File: src/rtl/upsp_wrt_arbiter_if.sv
// Stream bundle between the upsampling units, the write arbiter and the output stream.
// Modport master is the arbiter's view; slave is the surrounding units/sink view.
interface upsp_wrt_arbiter_if #(
    parameter int unsigned N_PARALLEL         = 4,
    parameter int unsigned UPSP_WRTDATA_WIDTH = 32
);
    logic [N_PARALLEL-1:0]                    upsp_wvalid;
    logic [N_PARALLEL*UPSP_WRTDATA_WIDTH-1:0] upsp_wdata;
    logic [N_PARALLEL-1:0]                    upsp_wready;
    logic                                     m_axis_tvalid;
    logic [UPSP_WRTDATA_WIDTH-1:0]            m_axis_tdata;
    logic                                     m_axis_tlast;
    logic                                     m_axis_tuser;
    logic                                     m_axis_tready;

    modport master (
        input  upsp_wvalid, upsp_wdata, m_axis_tready,
        output upsp_wready, m_axis_tvalid, m_axis_tdata, m_axis_tlast, m_axis_tuser
    );

    modport slave (
        output upsp_wvalid, upsp_wdata, m_axis_tready,
        input  upsp_wready, m_axis_tvalid, m_axis_tdata, m_axis_tlast, m_axis_tuser
    );
endinterface

File: src/rtl/upsp_wrt_arbiter.sv
// Round-robin write arbiter merging N_PARALLEL upsampling units into one AXI stream frame.
// Optional UPSP_ARB_BURST_EN: a winner keeps its grant for up to BURST_LEN beats.
module upsp_wrt_arbiter #(
    parameter int unsigned N_PARALLEL         = 4,
    parameter int unsigned UPSP_WRTDATA_WIDTH = 32,
    parameter int unsigned DST_IMG_WIDTH      = 3840,
    parameter int unsigned DST_IMG_HEIGHT     = 2160,
    parameter int unsigned CNT_WIDTH          = 16,
    parameter int unsigned BURST_LEN          = 4
) (
    input  logic                 clk,
    input  logic                 rst,
    input  logic                 start,
    upsp_wrt_arbiter_if.master   bus,
    output logic                 busy,
    output logic                 frame_done
);
    localparam int unsigned IDX_W = (N_PARALLEL > 1) ? $clog2(N_PARALLEL) : 1;
    localparam int unsigned DW    = UPSP_WRTDATA_WIDTH;

    if (N_PARALLEL < 2 || BURST_LEN < 1 ||
        DST_IMG_WIDTH > (64'd1 << CNT_WIDTH) || DST_IMG_HEIGHT > (64'd1 << CNT_WIDTH)) begin : g_param_check
        $error("upsp_wrt_arbiter: illegal parameter combination");
    end

    typedef enum logic [1:0] {IDLE, RUN, DRAIN} state_t;

    state_t                 state;
    logic [IDX_W-1:0]       rr_ptr;
    logic [IDX_W-1:0]       scan_idx;
    logic [IDX_W-1:0]       gnt_idx;
    logic [IDX_W-1:0]       ptr_inc;
    logic [IDX_W-1:0]       ptr_nxt;
    logic [N_PARALLEL-1:0]  gnt_vec;
    logic                   gnt_any;
    logic                   load;
    logic                   accept;
    logic                   col_end;
    logic                   frame_end;
    logic [CNT_WIDTH-1:0]   col;
    logic [CNT_WIDTH-1:0]   row;
    logic                   first_beat;
    logic [DW-1:0]          gnt_data;

    assign load      = (state == RUN) && (!bus.m_axis_tvalid || bus.m_axis_tready);
    assign accept    = load && gnt_any;
    assign col_end   = (col == CNT_WIDTH'(DST_IMG_WIDTH - 1));
    assign frame_end = col_end && (row == CNT_WIDTH'(DST_IMG_HEIGHT - 1));
    assign ptr_inc   = (gnt_idx == IDX_W'(N_PARALLEL - 1)) ? '0 : gnt_idx + 1'b1;
    assign gnt_data  = bus.upsp_wdata[gnt_idx*DW +: DW];

    // Search for the first requester starting at the round-robin pointer, with wrap-around.
    always_comb begin
        gnt_vec  = '0;
        gnt_idx  = '0;
        gnt_any  = 1'b0;
        scan_idx = '0;
        for (int unsigned k = 0; k < N_PARALLEL; k++) begin
            scan_idx = IDX_W'((32'(rr_ptr) + k) % N_PARALLEL);
            if (!gnt_any && bus.upsp_wvalid[scan_idx]) begin
                gnt_any           = 1'b1;
                gnt_idx           = scan_idx;
                gnt_vec[scan_idx] = 1'b1;
            end
        end
    end

    assign bus.upsp_wready = load ? gnt_vec : '0;

`ifdef UPSP_ARB_BURST_EN
    localparam int unsigned BW = $clog2(BURST_LEN + 1);

    logic [BW-1:0] burst_cnt;
    logic [BW-1:0] burst_nxt;
    logic          burst_end;

    // A grant away from the pointer means the previous winner dropped out: new burst.
    always_comb begin
        burst_nxt = (gnt_idx == rr_ptr) ? burst_cnt + 1'b1 : BW'(1);
        burst_end = (burst_nxt >= BW'(BURST_LEN)) || col_end;
        ptr_nxt   = burst_end ? ptr_inc : gnt_idx;
    end

    always_ff @(posedge clk or posedge rst) begin
        if (rst) begin
            burst_cnt <= '0;
        end else if (state == IDLE && start) begin
            burst_cnt <= '0;
        end else if (accept) begin
            burst_cnt <= burst_end ? '0 : burst_nxt;
        end
    end
`else
    assign ptr_nxt = ptr_inc;
`endif

    always_ff @(posedge clk or posedge rst) begin
        if (rst) begin
            state             <= IDLE;
            rr_ptr            <= '0;
            col               <= '0;
            row               <= '0;
            first_beat        <= 1'b0;
            busy              <= 1'b0;
            frame_done        <= 1'b0;
            bus.m_axis_tvalid <= 1'b0;
            bus.m_axis_tdata  <= '0;
            bus.m_axis_tlast  <= 1'b0;
            bus.m_axis_tuser  <= 1'b0;
        end else begin
            frame_done <= 1'b0;
            if (bus.m_axis_tvalid && bus.m_axis_tready) begin
                bus.m_axis_tvalid <= 1'b0;
            end
            case (state)
                IDLE: begin
                    if (start) begin
                        state      <= RUN;
                        rr_ptr     <= '0;
                        col        <= '0;
                        row        <= '0;
                        first_beat <= 1'b1;
                        busy       <= 1'b1;
                    end
                end
                RUN: begin
                    if (accept) begin
                        bus.m_axis_tvalid <= 1'b1;
                        bus.m_axis_tdata  <= gnt_data;
                        bus.m_axis_tlast  <= col_end;
                        bus.m_axis_tuser  <= first_beat;
                        first_beat        <= 1'b0;
                        rr_ptr            <= ptr_nxt;
                        if (col_end) begin
                            col <= '0;
                            row <= row + 1'b1;
                        end else begin
                            col <= col + 1'b1;
                        end
                        if (frame_end) begin
                            state <= DRAIN;
                        end
                    end
                end
                DRAIN: begin
                    if (bus.m_axis_tvalid && bus.m_axis_tready) begin
                        state      <= IDLE;
                        frame_done <= 1'b1;
                        busy       <= 1'b0;
                    end
                end
                default: state <= IDLE;
            endcase
        end
    end
endmodule
File: src/flat_wrapper.sv
// flat-port wrapper written by rule: the top's interface ports become plain ports
module upsp_wrt_arbiter_flat 
#(
    parameter int unsigned N_PARALLEL         = 4,
    parameter int unsigned UPSP_WRTDATA_WIDTH = 32,
    parameter int unsigned DST_IMG_WIDTH      = 3840,
    parameter int unsigned DST_IMG_HEIGHT     = 2160,
    parameter int unsigned CNT_WIDTH          = 16,
    parameter int unsigned BURST_LEN          = 4
)
  (clk, rst, start, busy, frame_done, bus_upsp_wvalid, bus_upsp_wdata, bus_m_axis_tready, bus_upsp_wready, bus_m_axis_tvalid, bus_m_axis_tdata, bus_m_axis_tlast, bus_m_axis_tuser);
  upsp_wrt_arbiter_if #(.N_PARALLEL(N_PARALLEL), .UPSP_WRTDATA_WIDTH(UPSP_WRTDATA_WIDTH)) bus_i ();
  input  logic clk;
  input  logic rst;
  input  logic start;
  output logic busy;
  output logic frame_done;
  input wire logic [$bits(bus_i.upsp_wvalid)-1:0] bus_upsp_wvalid;
  input wire logic [$bits(bus_i.upsp_wdata)-1:0] bus_upsp_wdata;
  input wire logic [$bits(bus_i.m_axis_tready)-1:0] bus_m_axis_tready;
  output wire logic [$bits(bus_i.upsp_wready)-1:0] bus_upsp_wready;
  output wire logic [$bits(bus_i.m_axis_tvalid)-1:0] bus_m_axis_tvalid;
  output wire logic [$bits(bus_i.m_axis_tdata)-1:0] bus_m_axis_tdata;
  output wire logic [$bits(bus_i.m_axis_tlast)-1:0] bus_m_axis_tlast;
  output wire logic [$bits(bus_i.m_axis_tuser)-1:0] bus_m_axis_tuser;
  assign bus_i.upsp_wvalid = bus_upsp_wvalid;
  assign bus_i.upsp_wdata = bus_upsp_wdata;
  assign bus_i.m_axis_tready = bus_m_axis_tready;
  assign bus_upsp_wready = bus_i.upsp_wready;
  assign bus_m_axis_tvalid = bus_i.m_axis_tvalid;
  assign bus_m_axis_tdata = bus_i.m_axis_tdata;
  assign bus_m_axis_tlast = bus_i.m_axis_tlast;
  assign bus_m_axis_tuser = bus_i.m_axis_tuser;
  upsp_wrt_arbiter #(.N_PARALLEL(N_PARALLEL), .UPSP_WRTDATA_WIDTH(UPSP_WRTDATA_WIDTH), .DST_IMG_WIDTH(DST_IMG_WIDTH), .DST_IMG_HEIGHT(DST_IMG_HEIGHT), .CNT_WIDTH(CNT_WIDTH), .BURST_LEN(BURST_LEN)) u_core (.clk(clk), .rst(rst), .start(start), .bus(bus_i), .busy(busy), .frame_done(frame_done));
endmodule
File: config.mk
export PLATFORM = sky130hd
export DESIGN_NAME = upsp_wrt_arbiter_flat
export DESIGN_NICKNAME = d
export VERILOG_FILES = /design/src/rtl/upsp_wrt_arbiter_if.sv /design/src/rtl/upsp_wrt_arbiter.sv /design/src/flat_wrapper.sv
export SDC_FILE = /design/constraint.sdc
export NUM_CORES = 1
export LEC_CHECK = 0
export ABC_AREA = 0
export ABC_CLOCK_PERIOD_IN_PS = 3100
export BUFFER_PORTS_ARGS = -buffer_cell sky130_fd_sc_hd__buf_2
export CELL_PAD_IN_SITES_DETAIL_PLACEMENT = 1
export CELL_PAD_IN_SITES_GLOBAL_PLACEMENT = 2
export CORE_MARGIN = 2
export CORE_UTILIZATION = 27
export CTS_CLUSTER_DIAMETER = 40
export CTS_CLUSTER_SIZE = 12
export DETAILED_ROUTE_END_ITERATION = 12
export GPL_ROUTABILITY_DRIVEN = 1
export MAX_ROUTING_LAYER = met4
export PLACE_DENSITY_LB_ADDON = 0.1
export REMOVE_ABC_BUFFERS = 1
export SLEW_MARGIN = 20
export SYNTH_ARGS = -nofsm -noshare
export SYNTH_HDL_FRONTEND = slang
export SYNTH_SLANG_ARGS = --single-unit
File: constraint.sdc
create_clock -name clk -period 3.1 [get_ports clk]
set_input_delay 0.62 -clock clk [delete_from_list [all_inputs] [get_ports clk]]
set_output_delay 0.62 -clock clk [all_outputs]
set_load 0.05 [all_outputs]
Word-level counts from Yosys, hierarchy flattened
Cells that the tools add are included.
Word-level totals
  bits in read-only memories: 0
  bits in writable memories: 0
  memories kept: 0
  flip-flop bits (word level): 74
  bits in latches: 0
Cells by class
  bitwise logic cells: 3
  $add $sub $neg: 6
  shift-type cells: 1
  order comparisons: 8
  $mul: 0
  div/mod/pow operators: 0
  eq/ne operators: 10
  reductions and logical operators: 24
  mux-type cells: 55
Operators by type and width (count)
  128-bit by 8-bit variable part select with 32-bit output: 1
  16-bit two-way mux: 5
  16-bit one-hot mux with 2 select lines: 2
  16-bit by 1-bit adder with 16-bit output (second input constant): 2
  16-bit by 12-bit equality test with 1-bit output (second input constant): 2
  2-bit two-way mux: 11
  1-bit two-way mux: 20
  4-bit two-way mux: 5
  2-bit by 3-bit < comparator with 1-bit output (second input constant): 4
  4-bit bitwise OR: 3
  1-bit logical AND: 11
  1-bit binary-select mux with 2-bit select: 4
  1-bit demux with 2-bit select: 4
  2-bit by 1-bit >= comparator with 1-bit output (second input constant): 4
  2-bit by 1-bit inequality test with 1-bit output (second input constant): 4
  4-bit AND reduction: 2
  2-bit one-hot mux with 3 select lines: 1
  3-bit AND reduction: 2
  2-bit by 1-bit adder with 2-bit output (second input constant): 2
  2-bit adder (second input constant): 2
  2-bit equality test (second input constant): 2
  1-bit zero test: 4
  1-bit one-hot mux with 2 select lines: 2
  2-bit one-hot mux with 2 select lines: 1
  6 further kinds: 7

Logic depth before layout (Yosys ltp)
  depth in word-level cells: 16
  mapped depth: 14
  mapped depth without buffers: 8

Worst setup path before layout
Ideal clock, no wire load.
  path kind: register to output
  start point: register u_core.rr_ptr[0]
  end point: output port bus_upsp_wready[0]
  stages on the path, launching flop included: 12
  path buffers: 4
  path slack: -0.781 ns
  arrival: 3.261 ns
  cell sequence: dfrtp_1 buf_6 clkinv_1 buf_2 ha_1 clkbuf_2 mux4_2 buf_4 or2_4 nor3b_1 a221oi_1 nor2_1
On the way
  longest elaborated chain between the ends: 13
  elaborated cells on any way between the ends: 48
Ends and longest elaborated chain
  start: declaration: RTL line upsp_wrt_arbiter.sv:29  | logic [IDX_W-1:0] rr_ptr;
  start signal: assignment: RTL line upsp_wrt_arbiter.sv:133  | rr_ptr <= ptr_nxt;
  branches (longest 11 deep; another with 2-bit by 3-bit < comparator with 1-bit output)
  4-bit two-way mux *: RTL line upsp_wrt_arbiter.sv:60  | if (!gnt_any && bus.upsp_wvalid[scan_idx]) begin
  4-bit two-way mux *: RTL line upsp_wrt_arbiter.sv:68  | assign bus.upsp_wready = load ? gnt_vec : '0;
  end: declaration: RTL line flat_wrapper.sv:21  | output wire logic [$bits(bus_i.upsp_wready)-1:0] bus_upsp_wready;
Mark *: on every way between the ends. The select of a mux whose other input is x is not followed.

Worst setup path in the final report
Same ends and word-level chain as after synthesis.

==> implementation parameters <==
Parameter                              Value

CTS
  Clock tree from TritonCTS ... yes
  Clock Latency Late Sink ... 350 ps
  Number of CTS-inserted buffers ... 9
  Clock sinks ... 74
  Deepest clock path buffer count ... 2
  CTS root buffer ... clkbuf_16
  Number of H-tree levels ... 3
  Total of hold buffers inserted after clock tree synthesis ... 0
  Clock-pin slew reported for the worst setup and hold paths after clock tree synthesis ... 60 ps

Setup path
  Number of cells traversed by the worst register-to-register path ... 9
  Worst setup path start ... u_core.rr_ptr[0]
  R2R Path Start ... u_core.rr_ptr[1]
  Endpoint kind of the worst setup timing path ... output port
  Biggest fanout along the worst timing path ... 4
  Data required time at the worst endpoint ... 2480 ps
  Nature of the critical path startpoint ... flip-flop
  Start-to-end type of the worst setup path ... flip-flop to output port
  Arrival time at the worst endpoint ... 2440 ps

Timing
  Worst rel slew slack ... 0.515
  Share of the clock period used by the worst path ... 0.987
  Layout Skew ... 8.57 ps
  Min Tclk post-route ... 3060 ps
  Worst slew pin tran ... 721 ps
  Final Slew Violations ... 0
  Worst hold slack ... 289 ps
  Min setup slack post-route ... 40.9 ps
  Final Setup Violations ... 0
  Max Freq ... 327 MHz
  Number of hold violations in the final report ... 0

GRT
  Maximum number of pins on one net before global-route repair ... 38
  Gr usage total ... 0.201
  Global-route wire length before repair ... 33,500 um
  Initial antenna violation count ... 4
  Number of global-route vias before repair ... 6,242
  Overflow left after global routing ... 0

Synth
  Avg Cell Area, Syn ... 8.76 um^2
  Number of storage elements in the synthesis netlist ... 74
  Post-synthesis instance total ... 627
  Number of library cell types mapped by synthesis ... 55
  Share of the synthesized area in the top cell type ... 0.337
  Post-Syn Area ... 5490 um^2
  Leading area contributor after synthesis ... dfrtp_1
  Synth cell count leaders ... nand3_1 (81), dfrtp_1 (74), mux2i_1 (67), o21ai_0 (67), nor2_1 (60)
  Leading cell type by number of instances after synthesis ... nand3_1
  Async set-or-reset flop fraction in the synthesized netlist ... 1.00
  Sequential area share after synthesis ... 0.337
  Warnings, synthesis ... 0
  Commonest register cell after synthesis ... dfrtp_1
  Cells taking the most area after synthesis ... dfrtp_1 (34%), mux2i_1 (12%), nand3_1 (7.4%)
  Number of enable-type register cells in the synthesized netlist ... 0

Route
  Detailed Routing Iterations Pass 1 ... 4
  Detailed-route DRC error count ... 0
  Total vias in the final route ... 5,695
  Post-detailed-routing wire length ... 20,900 um
  Iter 0 DRT Violations ... 147
  DR vias/cell ... 5.27
  Wire per inst ... 19.3 um
  Antenna violation net count after detailed routing ... 0

Die
  Total Die Area ... 21,500 um^2
  Core region area ... 20,100 um^2
  Initial standard-cell utilization of the core ... 0.273
  Height of the die ... 147 um
  Die Width ... 147 um
  Boundary Pins ... 177
  Row count ... 52

Placed design
  Post-place setup slack ... 108 ps
  Port Buffer Count ... 176
  Detail Placement HPWL ... 15,300 um
  GP Congestion ... 0.773
  Total placed instance area ... 6800 um^2

Cells and area
  Area Growth Syn to Fin ... 31.8%
  Filler cell count in the final layout ... 2,394
  Share of final-layout standard cells stronger than drive strength 1 ... 0.373
  Final non-filler cell area ... 7240 um^2
  Post-layout net count ... 947

Hold path
  Type of the tightest min-delay check ... input pin to async pin

Flow run
  Number of maximum-capacitance violations ... 0

Pwr
  IR Drop Worst-Case VDD ... 0.413 mV
  Leakage power of the design ... 3.33 nW
  Final Power ... 8.13 mW
  Power density cells ... 1120 nW/um^2

Run status
  Result of the run ... complete, no violations
## worst max-delay path: stages, from the launching register on
cell      delay (ps)
dfrtp_2          430
buf_6            130
mux4_2           520
or2_4            260
nor3b_2          160
buf_4            170
a221oi_2          60
nor2_1           140
buf_4            230
## registers in the layout, indices dropped and copies added (netlist names)
register,flops
u_core.bus.m_axis_tuser,1
u_core.bus.m_axis_tlast,1
u_core.rr_ptr,2
u_core.state,2
u_core.first_beat,1
u_core.row,16
u_core.col,16
u_core.frame_done,1
u_core.bus.m_axis_tvalid,1
u_core.busy,1
u_core.bus.m_axis_tdata,32
## metal layers
| layer | GRT usage | wire length, um |
|---|---|---|
| met5 | - | 0 |
| met4 | 0.0558 | 279 |
| met3 | 0.0500 | 1150 |
| met2 | 0.344 | 10400 |
| met1 | 0.233 | 9060 |
## cell families after synthesis
family / Yosys count / synth area share
fa+ha+maj: 9 / 0.0205
compound gates: 181 / 0.231
mux: 71 / 0.139
simple gates: 230 / 0.207
xor+xnor: 5 / 0.00798
buf+inv: 57 / 0.0570
flops: 74 / 0.337
## final timing paths
check,end,slack (ps)
setup / recovery,bus_upsp_wready[0],40
hold reg to reg,u_core.bus.m_axis_tuser,480
min in group clk,u_core.bus.m_axis_tuser,480
setup reg to reg,u_core.bus.m_axis_tdata[29],290
hold / removal,u_core.bus.m_axis_tdata[28],290
max in group asynchronous,u_core.bus.m_axis_tdata[14],2170
## final cells by class
cell class                      count  area, um^2  share of cell area
Multi-Input combinational cell    496        3390               0.469
Antenna cell                        4        10.0             0.00138
Inverter                            6        25.0             0.00346
Clock inverter                      7        76.3              0.0105
Timing Repair Buffer              215        1320               0.182
Sequential cell                    74        1850               0.256
Clock buffer                        9         225              0.0311
Tap cell                          270         338              0.0467
## power by group
part	switching, mW	internal, mW
sequential	0.220	1.28
clock	0.465	0.630
combinational	3.40	2.14
total	4.08	4.05
## cell usage in the layout (no fill, tap or decap), types with 19 or more instances in the layout
master   count
dfrtp_1     73
o21ai_1     19
buf_2      172
o221a_2     32
nor2_1      60
nand3_1     81
nand2_1     36
mux2i_1     67
o21ai_0     67
buf_4       30
## stage by stage
stage,instances,utilization,setup TNS (ps)
3_3_place_gp,1055,0.338,0
3_5_place_dp,1055,0.338,0
4_1_cts,1073,0.356,0
5_1_grt,1081,0.360,-135
2_1_floorplan,576,-,-150970
6_report,1081,0.360,0
## repair_timing
action | in CTS | in global routing
hold endpoints to repair | 0 | 0
gates resized for setup | 9 | 11
setup endpoints to repair | 4 | 4
setup buffers | 2 | 4
cloned | 0 | 0
pin swaps | 1 | 3
(Power assumes the default switching activity.)
